File: src/rtl/uart_rx_param_if.sv
// rtl/uart_rx_param_if.sv - serial line, tick and received-word signals of the UART receiver
interface uart_rx_param_if #(
  parameter int DBITS = 8
);
  logic             rx;
  logic             sample_tick;
  logic [1:0]       parity_mode;
  logic [DBITS-1:0] data_out;
  logic             data_ready;
  logic             frame_err;
  logic             parity_err;
  logic             break_det;
  logic             busy;

  modport master (
    input  rx, sample_tick, parity_mode,
    output data_out, data_ready, frame_err, parity_err, break_det, busy
  );

  modport slave (
    output rx, sample_tick, parity_mode,
    input  data_out, data_ready, frame_err, parity_err, break_det, busy
  );
endinterface

File: src/rtl/uart_rx_param.sv
// rtl/uart_rx_param.sv - oversampling UART receiver with frame/parity/break reporting
// Parity checking is built only when UART_RX_PARITY_EN is defined.
module uart_rx_param #(
  parameter int DBITS     = 8,
  parameter int OVS       = 16,
  parameter int STOP_BITS = 1
) (
  input logic             clk_100MHz,
  input logic             reset_n,
  uart_rx_param_if.master bus
);
  localparam int CW = $clog2(STOP_BITS * OVS) + 1;
  localparam int BW = $clog2(DBITS + 1);
  localparam logic [CW-1:0] CNT_HALF = CW'(OVS / 2 - 1);
  localparam logic [CW-1:0] CNT_BIT  = CW'(OVS - 1);
  localparam logic [CW-1:0] CNT_BIT2 = CW'(2 * OVS - 1);
  localparam logic [CW-1:0] CNT_END  = CW'(STOP_BITS * OVS - 1);
  localparam logic [BW-1:0] BIT_LAST = BW'(DBITS - 1);

  typedef enum logic [2:0] {
    S_IDLE    = 3'd0,
    S_START   = 3'd1,
    S_DATA    = 3'd2,
`ifdef UART_RX_PARITY_EN
    S_PARITY  = 3'd3,
`endif
    S_STOP    = 3'd4,
    S_RECOVER = 3'd5
  } state_e;

  state_e           state_q, state_d;
  logic             rx_meta_q, rx_meta_d;
  logic             rx_sync_q, rx_sync_d;
  logic [CW-1:0]    cnt_q, cnt_d;
  logic [BW-1:0]    bit_q, bit_d;
  logic [DBITS-1:0] shreg_q, shreg_d;
  logic             stop_err_q, stop_err_d;
  logic [DBITS-1:0] data_out_q, data_out_d;
  logic             frame_err_q, frame_err_d;
  logic             break_det_q, break_det_d;
  logic             data_ready_q, data_ready_d;
  logic             fe_now;
  logic             stop_pt;
`ifdef UART_RX_PARITY_EN
  logic [1:0]       pmode_q, pmode_d;
  logic             par_bit_q, par_bit_d;
  logic             par_err_q, par_err_d;
  logic             parity_err_q, parity_err_d;
  logic             par_used;
  logic             par_exp;

  assign par_used = (pmode_q == 2'b01) || (pmode_q == 2'b10);
  // Even mode expects XOR of the data; odd mode (10) expects its inverse.
  assign par_exp  = (^shreg_q) ^ pmode_q[1];
`else
  logic             unused_pmode;
  assign unused_pmode = ^bus.parity_mode;
`endif

  assign stop_pt = (cnt_q == CNT_BIT) || ((STOP_BITS == 2) && (cnt_q == CNT_BIT2));

  always_ff @(posedge clk_100MHz or negedge reset_n) begin
    if (!reset_n) begin
      state_q      <= S_IDLE;
      rx_meta_q    <= 1'b1;
      rx_sync_q    <= 1'b1;
      cnt_q        <= '0;
      bit_q        <= '0;
      shreg_q      <= '0;
      stop_err_q   <= 1'b0;
      data_out_q   <= '0;
      frame_err_q  <= 1'b0;
      break_det_q  <= 1'b0;
      data_ready_q <= 1'b0;
`ifdef UART_RX_PARITY_EN
      pmode_q      <= 2'b00;
      par_bit_q    <= 1'b0;
      par_err_q    <= 1'b0;
      parity_err_q <= 1'b0;
`endif
    end else begin
      state_q      <= state_d;
      rx_meta_q    <= rx_meta_d;
      rx_sync_q    <= rx_sync_d;
      cnt_q        <= cnt_d;
      bit_q        <= bit_d;
      shreg_q      <= shreg_d;
      stop_err_q   <= stop_err_d;
      data_out_q   <= data_out_d;
      frame_err_q  <= frame_err_d;
      break_det_q  <= break_det_d;
      data_ready_q <= data_ready_d;
`ifdef UART_RX_PARITY_EN
      pmode_q      <= pmode_d;
      par_bit_q    <= par_bit_d;
      par_err_q    <= par_err_d;
      parity_err_q <= parity_err_d;
`endif
    end
  end

  always_comb begin
    rx_meta_d    = bus.rx;
    rx_sync_d    = rx_meta_q;
    state_d      = state_q;
    cnt_d        = cnt_q;
    bit_d        = bit_q;
    shreg_d      = shreg_q;
    stop_err_d   = stop_err_q;
    data_out_d   = data_out_q;
    frame_err_d  = frame_err_q;
    break_det_d  = break_det_q;
    data_ready_d = 1'b0;
    fe_now       = 1'b0;
`ifdef UART_RX_PARITY_EN
    pmode_d      = pmode_q;
    par_bit_d    = par_bit_q;
    par_err_d    = par_err_q;
    parity_err_d = parity_err_q;
`endif
    case (state_q)
      S_IDLE: begin
        if (!rx_sync_q) begin
          state_d    = S_START;
          cnt_d      = '0;
          bit_d      = '0;
          stop_err_d = 1'b0;
`ifdef UART_RX_PARITY_EN
          pmode_d    = bus.parity_mode;
          par_bit_d  = 1'b0;
          par_err_d  = 1'b0;
`endif
        end
      end
      S_START: begin
        if (bus.sample_tick) begin
          if (cnt_q == CNT_HALF) begin
            cnt_d   = '0;
            state_d = rx_sync_q ? S_IDLE : S_DATA;
          end else begin
            cnt_d = cnt_q + CW'(1);
          end
        end
      end
      S_DATA: begin
        if (bus.sample_tick) begin
          if (cnt_q == CNT_BIT) begin
            cnt_d   = '0;
            shreg_d = {rx_sync_q, shreg_q[DBITS-1:1]};
            bit_d   = bit_q + BW'(1);
            if (bit_q == BIT_LAST) begin
              bit_d = '0;
`ifdef UART_RX_PARITY_EN
              state_d = par_used ? S_PARITY : S_STOP;
`else
              state_d = S_STOP;
`endif
            end
          end else begin
            cnt_d = cnt_q + CW'(1);
          end
        end
      end
`ifdef UART_RX_PARITY_EN
      S_PARITY: begin
        if (bus.sample_tick) begin
          if (cnt_q == CNT_BIT) begin
            cnt_d     = '0;
            par_bit_d = rx_sync_q;
            par_err_d = (rx_sync_q != par_exp);
            state_d   = S_STOP;
          end else begin
            cnt_d = cnt_q + CW'(1);
          end
        end
      end
`endif
      S_STOP: begin
        if (bus.sample_tick) begin
          if (stop_pt && !rx_sync_q) begin
            stop_err_d = 1'b1;
          end
          if (cnt_q == CNT_END) begin
            // The last stop sample coincides with frame end, so fold it in here.
            fe_now       = stop_err_q | ~rx_sync_q;
            cnt_d        = '0;
            data_ready_d = 1'b1;
            data_out_d   = shreg_q;
            frame_err_d  = fe_now;
`ifdef UART_RX_PARITY_EN
            parity_err_d = par_err_q;
            break_det_d  = fe_now && (shreg_q == '0) && !(par_used && par_bit_q);
`else
            break_det_d  = fe_now && (shreg_q == '0);
`endif
            state_d      = rx_sync_q ? S_IDLE : S_RECOVER;
          end else begin
            cnt_d = cnt_q + CW'(1);
          end
        end
      end
      S_RECOVER: begin
        if (rx_sync_q) begin
          state_d = S_IDLE;
        end
      end
      default: state_d = S_IDLE;
    endcase
  end

  always_comb begin
    bus.data_out   = data_out_q;
    bus.data_ready = data_ready_q;
    bus.frame_err  = frame_err_q;
    bus.break_det  = break_det_q;
    bus.busy       = (state_q != S_IDLE);
`ifdef UART_RX_PARITY_EN
    bus.parity_err = parity_err_q;
`else
    bus.parity_err = 1'b0;
`endif
  end
endmodule

File: src/flat_wrapper.sv
// flat-port wrapper written by rule: the top's interface ports become plain ports
module uart_rx_param_flat 
#(
  parameter int DBITS     = 8,
  parameter int OVS       = 16,
  parameter int STOP_BITS = 1
)
  (clk_100MHz, reset_n, bus_rx, bus_sample_tick, bus_parity_mode, bus_data_out, bus_data_ready, bus_frame_err, bus_parity_err, bus_break_det, bus_busy);
  uart_rx_param_if #(.DBITS(DBITS)) bus_i ();
  input logic clk_100MHz;
  input logic reset_n;
  input wire logic [$bits(bus_i.rx)-1:0] bus_rx;
  input wire logic [$bits(bus_i.sample_tick)-1:0] bus_sample_tick;
  input wire logic [$bits(bus_i.parity_mode)-1:0] bus_parity_mode;
  output wire logic [$bits(bus_i.data_out)-1:0] bus_data_out;
  output wire logic [$bits(bus_i.data_ready)-1:0] bus_data_ready;
  output wire logic [$bits(bus_i.frame_err)-1:0] bus_frame_err;
  output wire logic [$bits(bus_i.parity_err)-1:0] bus_parity_err;
  output wire logic [$bits(bus_i.break_det)-1:0] bus_break_det;
  output wire logic [$bits(bus_i.busy)-1:0] bus_busy;
  assign bus_i.rx = bus_rx;
  assign bus_i.sample_tick = bus_sample_tick;
  assign bus_i.parity_mode = bus_parity_mode;
  assign bus_data_out = bus_i.data_out;
  assign bus_data_ready = bus_i.data_ready;
  assign bus_frame_err = bus_i.frame_err;
  assign bus_parity_err = bus_i.parity_err;
  assign bus_break_det = bus_i.break_det;
  assign bus_busy = bus_i.busy;
  uart_rx_param #(.DBITS(DBITS), .OVS(OVS), .STOP_BITS(STOP_BITS)) u_core (.clk_100MHz(clk_100MHz), .reset_n(reset_n), .bus(bus_i));
endmodule
File: config.mk
export PLATFORM = sky130hd
export DESIGN_NAME = uart_rx_param_flat
export DESIGN_NICKNAME = d
export VERILOG_FILES = /design/src/rtl/uart_rx_param_if.sv /design/src/rtl/uart_rx_param.sv /design/src/flat_wrapper.sv
export SDC_FILE = /design/constraint.sdc
export NUM_CORES = 1
export LEC_CHECK = 0
export ABC_AREA = 0
export CORE_MARGIN = 2
export CORE_UTILIZATION = 50
export DETAILED_ROUTE_END_ITERATION = 7
export PLACE_DENSITY = 0.71
export REMOVE_ABC_BUFFERS = 1
export SYNTH_ARGS = -nofsm -noshare
export SYNTH_HDL_FRONTEND = slang
export SYNTH_SLANG_ARGS = --single-unit
export TNS_END_PERCENT = 5
File: constraint.sdc
create_clock -name clk_100MHz -period 2.17 [get_ports clk_100MHz]
set_input_delay 0.434 -clock clk_100MHz [delete_from_list [all_inputs] [get_ports clk_100MHz]]
set_output_delay 0.434 -clock clk_100MHz [all_outputs]
set_load 0.01 [all_outputs]
==> After elaboration in Yosys (flattened, before gate mapping) <==
Cells that the tools add are included.
{ "totals": {"output_inout_bits": 13, "ff_bits": 34, "word_cells": 79} }
{ "op_classes": {"n_reduce_logical": 16, "n_addsub": 2, "bitwise": 2, "eq_ne": 18, "n_mux": 30} }
{ "ops": {"columns": ["cell", "n"], "rows": [
  ["3-bit two-way mux", 10],
  ["5-bit two-way mux", 5],
  ["4-bit two-way mux", 4],
  ["3-bit one-hot mux with 5 select lines", 1],
  ["5-bit one-hot mux with 3 select lines", 1],
  ["2-bit by 1-bit != test with 1-bit output, second input constant", 7],
  ["4-bit AND reduction", 3],
  ["9-bit AND reduction", 1],
  ["8-bit logical NOT", 1],
  ["2-bit != test, second input constant", 4],
  ["4-bit one-hot mux with 2 select lines", 1],
  ["3-bit == test, second input constant", 2],
  ["1-bit two-way mux", 6],
  ["3-bit AND reduction", 2],
  ["3-bit nonzero test", 2],
  ["5-bit by 1-bit adder with 5-bit output, second input constant", 1],
  ["5-bit by 3-bit == test with 1-bit output, second input constant", 1],
  ["5-bit by 4-bit == test with 1-bit output, second input constant", 1],
  ["4-bit by 1-bit adder with 4-bit output, second input constant", 1],
  ["4-bit by 3-bit == test with 1-bit output, second input constant", 1],
  ["2-bit nonzero test", 2],
  ["3-bit by 1-bit == test with 1-bit output, second input constant", 1],
  ["3-bit by 2-bit == test with 1-bit output, second input constant", 1],
  ["3-bit logical NOT", 1],
  ["7 further kinds", 8]
]} }

==> Depth between registers and ports, before layout <==
{ "logic_depth": {"ltp_word": 5, "mapped_depth": 7, "mapped_depth_nobuf": 7} }

==> Worst setup path after synthesis <==
No wires, ideal clock.
{ "synth_timing": {"path_type": "register to register", "start": "register u_core.cnt_q[0]", "end": "register u_core.data_out_q[0], in the netlist u_core.bus.data_out[0]", "stages_incl_launch_ff": 7, "setup_slack_ps": 546, "arrival_time_ps": 1498, "path_buffers": 2, "t_required_ps": 2045, "cell_sequence": "dfrtp_1 ha_1 and4b_1 buf_6 nand4_4 buf_6 mux2_4"} }
{ "synth_via": {"elab_chain_cells": 2} }
{ "synth_lines": {"columns": ["element", "line_no", "rtl"], "rows": [
  ["start: declaration", "uart_rx_param.sv:34", "logic [CW-1:0] cnt_q, cnt_d;"],
  ["start signal: assignment", "uart_rx_param.sv:85", "cnt_q <= cnt_d;"],
  ["5-bit by 4-bit == test with 1-bit output", "uart_rx_param.sv:183", "if (cnt_q == CNT_END) begin"],
  ["3-bit AND reduction (no source line)", null, null],
  ["end signal: assignment", "uart_rx_param.sv:89", "data_out_q <= data_out_d;"],
  ["end: declaration", "uart_rx_param.sv:38", "logic [DBITS-1:0] data_out_q, data_out_d;"]
]} }
Every way passes these cells.
A chain may end at the register's enable or synchronous reset.

==> Worst setup path after layout <==
{ "layout_timing": {"start": "register u_core.state_q[1]", "end": "output port bus_busy"} }
{ "layout_via": {"elab_chain_cells": 1} }
{ "layout_lines": {"columns": ["element", "line_no", "rtl"], "rows": [
  ["start: declaration", "uart_rx_param.sv:31", "state_e state_q, state_d;"],
  ["start signal: assignment", "uart_rx_param.sv:82", "state_q <= state_d;"],
  ["3-bit nonzero test", "uart_rx_param.sv:216", "bus.busy = (state_q != S_IDLE);"],
  ["end: declaration", "flat_wrapper.sv:20", "output wire logic [$bits(bus_i.busy)-1:0] bus_busy;"]
]} }
Every way passes these cells.

==> impl_metrics.json <==
{
  "end_kind": "output port",
  "r2r-end": "u_core.state_q[0]$_DFFE_PN0P_",
  "synth_xor_area_share_pct": 0,
  "drt-vias-per-instance": 5.761,
  "power_density_mw_per_mm2": 679.2,
  "yosys_warnings": 0,
  "async_flop_share_pct": 100.0,
  "p_int_uw": 953.4,
  "hold_viol": 0,
  "crit_type": "flop to output port",
  "route.antenna.remaining_nets": 0,
  "yosysSeqAreaShare_pct": 47.20,
  "cts_buffers": 5,
  "fp.dieH_um": 64.13,
  "io_pins": 19,
  "cts_tree": "built",
  "fin_ws_ps": 96.49,
  "cp_top_family": "buffers and inverters",
  "critPathMaxStageDelay_ps": 550,
  "diodes": 0,
  "finalSetupViolations": 0,
  "finalCritPeriodShare_pct": 95.55,
  "die-area_mm2": 0.004113,
  "rows": 21,
  "total_power_uw": 1398,
  "whs_path_depth": 0,
  "cts-root-buf": "clkbuf_4",
  "grt_pass1_wl_mm": 6.120,
  "worstHoldPathType": "flop to flop",
  "clock_skew_ps": 12.85,
  "ir_drop_v": 0.0005230,
  "dp_slack_ps": 9.460,
  "cap_violations": 0,
  "final_max_slew_viol_count": 0,
  "pwr-share-seq_pct": 54.2,
  "final_cell_mix": "29 x dfrtp_1, 15 x clkdlybuf4s50_1, 14 x mux2_4, 14 x o21ai_0, 8 x nor2_1",
  "worstPathCellList": "inv_1 > nand2_1 > clkdlybuf4s50_1",
  "drc": 0,
  "synthDistinctLibCells": 46,
  "worstPathMaxFanout": 13,
  "place.detailed.hpwl_mm": 2.323,
  "slowest_stage": "clkdlybuf4s50_1",
  "synth.avg_cell_area_um2": 11.59,
  "synth_ff_type": "dfrtp_1",
  "wire_per_inst_um": 15.27,
  "rsz0062_at_grt": "false",
  "synth_fa_ha_area_share_pct": 2.076,
  "status": "finished clean",
  "synth-edff-count": 0,
  "drt_pre_antenna_iters": 4,
  "crit_path_start_kind": "flop",
  "final_common_cell": "dfrtp_1",
  "critPathArrivalTime_ps": 1640,
  "path_clk_slew_ps": 110,
  "drive_above_1_share_pct": 25.00,
  "p_sw_share_pct": 31.80,
  "r2r_cells": 5,
  "grt_max_degree": 35,
  "track_usage_pct": 19.46,
  "hold_end": "u_core.rx_sync_q$_DFF_PN1_",
  "finalSetupTns_ps": 0,
  "period_minus_slack_ps": 2074,
  "worst-path-buf-inv": 2,
  "nets": 184,
  "globalRouteOverflowTotal": 0,
  "synth_compound_area_share_pct": 13.91,
  "io_buffers": 15,
  "synth_cells": 156,
  "leakagePower_uw": 0.0009587,
  "regToRegSetupSlack_ps": 260,
  "gp_congestion": 0.8204,
  "combPwrFrac_pct": 18.4,
  "start_util_pct": 52.93,
  "clock_latency_ps": 340,
  "cp.required_ps": 1740,
  "p_clk_share_pct": 27.4,
  "area_growth_syn_to_layout_pct": 13.84,
  "htree_levels": 2,
  "cts.sinks": 34,
  "coreArea_mm2": 0.003416,
  "power.switching_uw": 444.5,
  "synth_area_mm2": 0.001808,
  "fmax_ghz": 0.4823,
  "ys_ff_latch": 34,
  "via_count": 1279,
  "die_x_um": 64.13,
  "synthSimpleGateAreaFrac_pct": 17.44,
  "r2r-start": "u_core.cnt_q[0]$_DFFE_PN0P_",
  "synth_top_family_by_area": "simple AND/OR/NAND/NOR gates",
  "antenna_found_initial": 0,
  "muxShareOfSynthArea_pct": 13.43,
  "grt_pass1_vias": 1301,
  "initialDrtViolationCount": 45,
  "cts.path.max_buffers": 2,
  "wirelength_mm": 3.391,
  "hold_start": "u_core.rx_meta_q$_DFF_PN1_"
}
-- kinds of logic after synthesis --
kind of cell | after synthesis
compound gates | 36
mux | 17
simple gates | 48
flops | 34
other cells | 1
fa+ha+maj | 3
buf+inv | 17
-- sequential cells by signal (all words and copies together), names as in the netlist --
register and flops:
u_core.rx_meta_q 1, u_core.state_q 3, u_core.stop_err_q 1, u_core.rx_sync_q 1, u_core.bit_q 4, u_core.bus.break_det 1
u_core.cnt_q 5, u_core.shreg_q 8, u_core.bus.data_out 8, u_core.bus.frame_err 1, u_core.bus.data_ready 1
-- metrics by stage --
step | utilization [%] | cell area, um2 | cells | hold WS (ps)
2_1_floorplan | - | 1730 | 146 | 138.4
3_3_place_gp | 58.28 | 1991 | 214 | 345.3
3_5_place_dp | 58.28 | 1991 | 214 | 347.3
4_1_cts | 60.26 | 2058 | 222 | 363.5
5_1_grt | 60.26 | 2058 | 222 | 372.8
6_report | 60.26 | 2058 | 222 | 361.9
-- repair_timing --
item / CTS / global route
hold buffers: 0 / 0
gates resized for setup: 3 / 0
buffers inserted: 0 / 0
setup endpoints to repair: 1 / 0
-- synthesized netlist by cell type (3+ instances only) --
cell      count  area, um2
buf_6         4      45.04
dfrtp_1      32      800.8
nand2_1       6      22.52
inv_1         7      26.28
mux2_4       14      210.2
o21ai_0      14      70.07
nand2b_1      4      25.02
a21oi_1       4      20.02
ha_1          3      37.54
o31ai_1       3      22.52
nor2_1        8      30.03
nand3_1       7      35.03
-- power by group through the flow --
stage	clock, uW	combinational (uW)	sequential (uW)
CTS	397	259	755
global route	429	293	762
global placement	0	244	762
finish	383	257	758
floorplan	0	161	762
detailed placement	0	257	766
-- worst max path at each step --
stage,start,to,slack (ps),cells past startpoint
finish,u_core.state_q[1]$_DFFE_PN0P_,bus_busy,100,3
global route,u_core.state_q[2]$_DFFE_PN0P_,bus_busy,10,3
CTS,u_core.state_q[1]$_DFFE_PN0P_,bus_busy,100,3
detailed placement,bus_sample_tick,u_core.bit_q[1]$_DFFE_PN0P_,9,4
global placement,bus_sample_tick,u_core.state_q[0]$_DFFE_PN0P_,70,5
floorplan,u_core.cnt_q[0]$_DFFE_PN0P_,u_core.bus.data_out[0]$_DFFE_PN0P_,400,4
-- layout make-up --
| class | instances | area [um2] |
|---|---|---|
| flip-flops and latches | 34 | 857.1 |
| multi-input cells | 105 | 850.8 |
| clock inverters | 2 | 12.51 |
| fillers | 283 | 1358 |
| clock buffers | 6 | 51.30 |
| inverters | 7 | 26.28 |
| repair buffers | 22 | 202.7 |
| well taps | 46 | 57.56 |
-- layer usage --
metal | global-route usage [%] | up-vias | routed length (um)
met2 | 31.64 | 32 | 1643
met5 | 0 | - | 0
met4 | 7.713 | 0 | 42
met3 | 5.634 | 4 | 148
li1 | - | 617 | -
met1 | 24.40 | 626 | 1557
(Power assumes the default switching activity.)
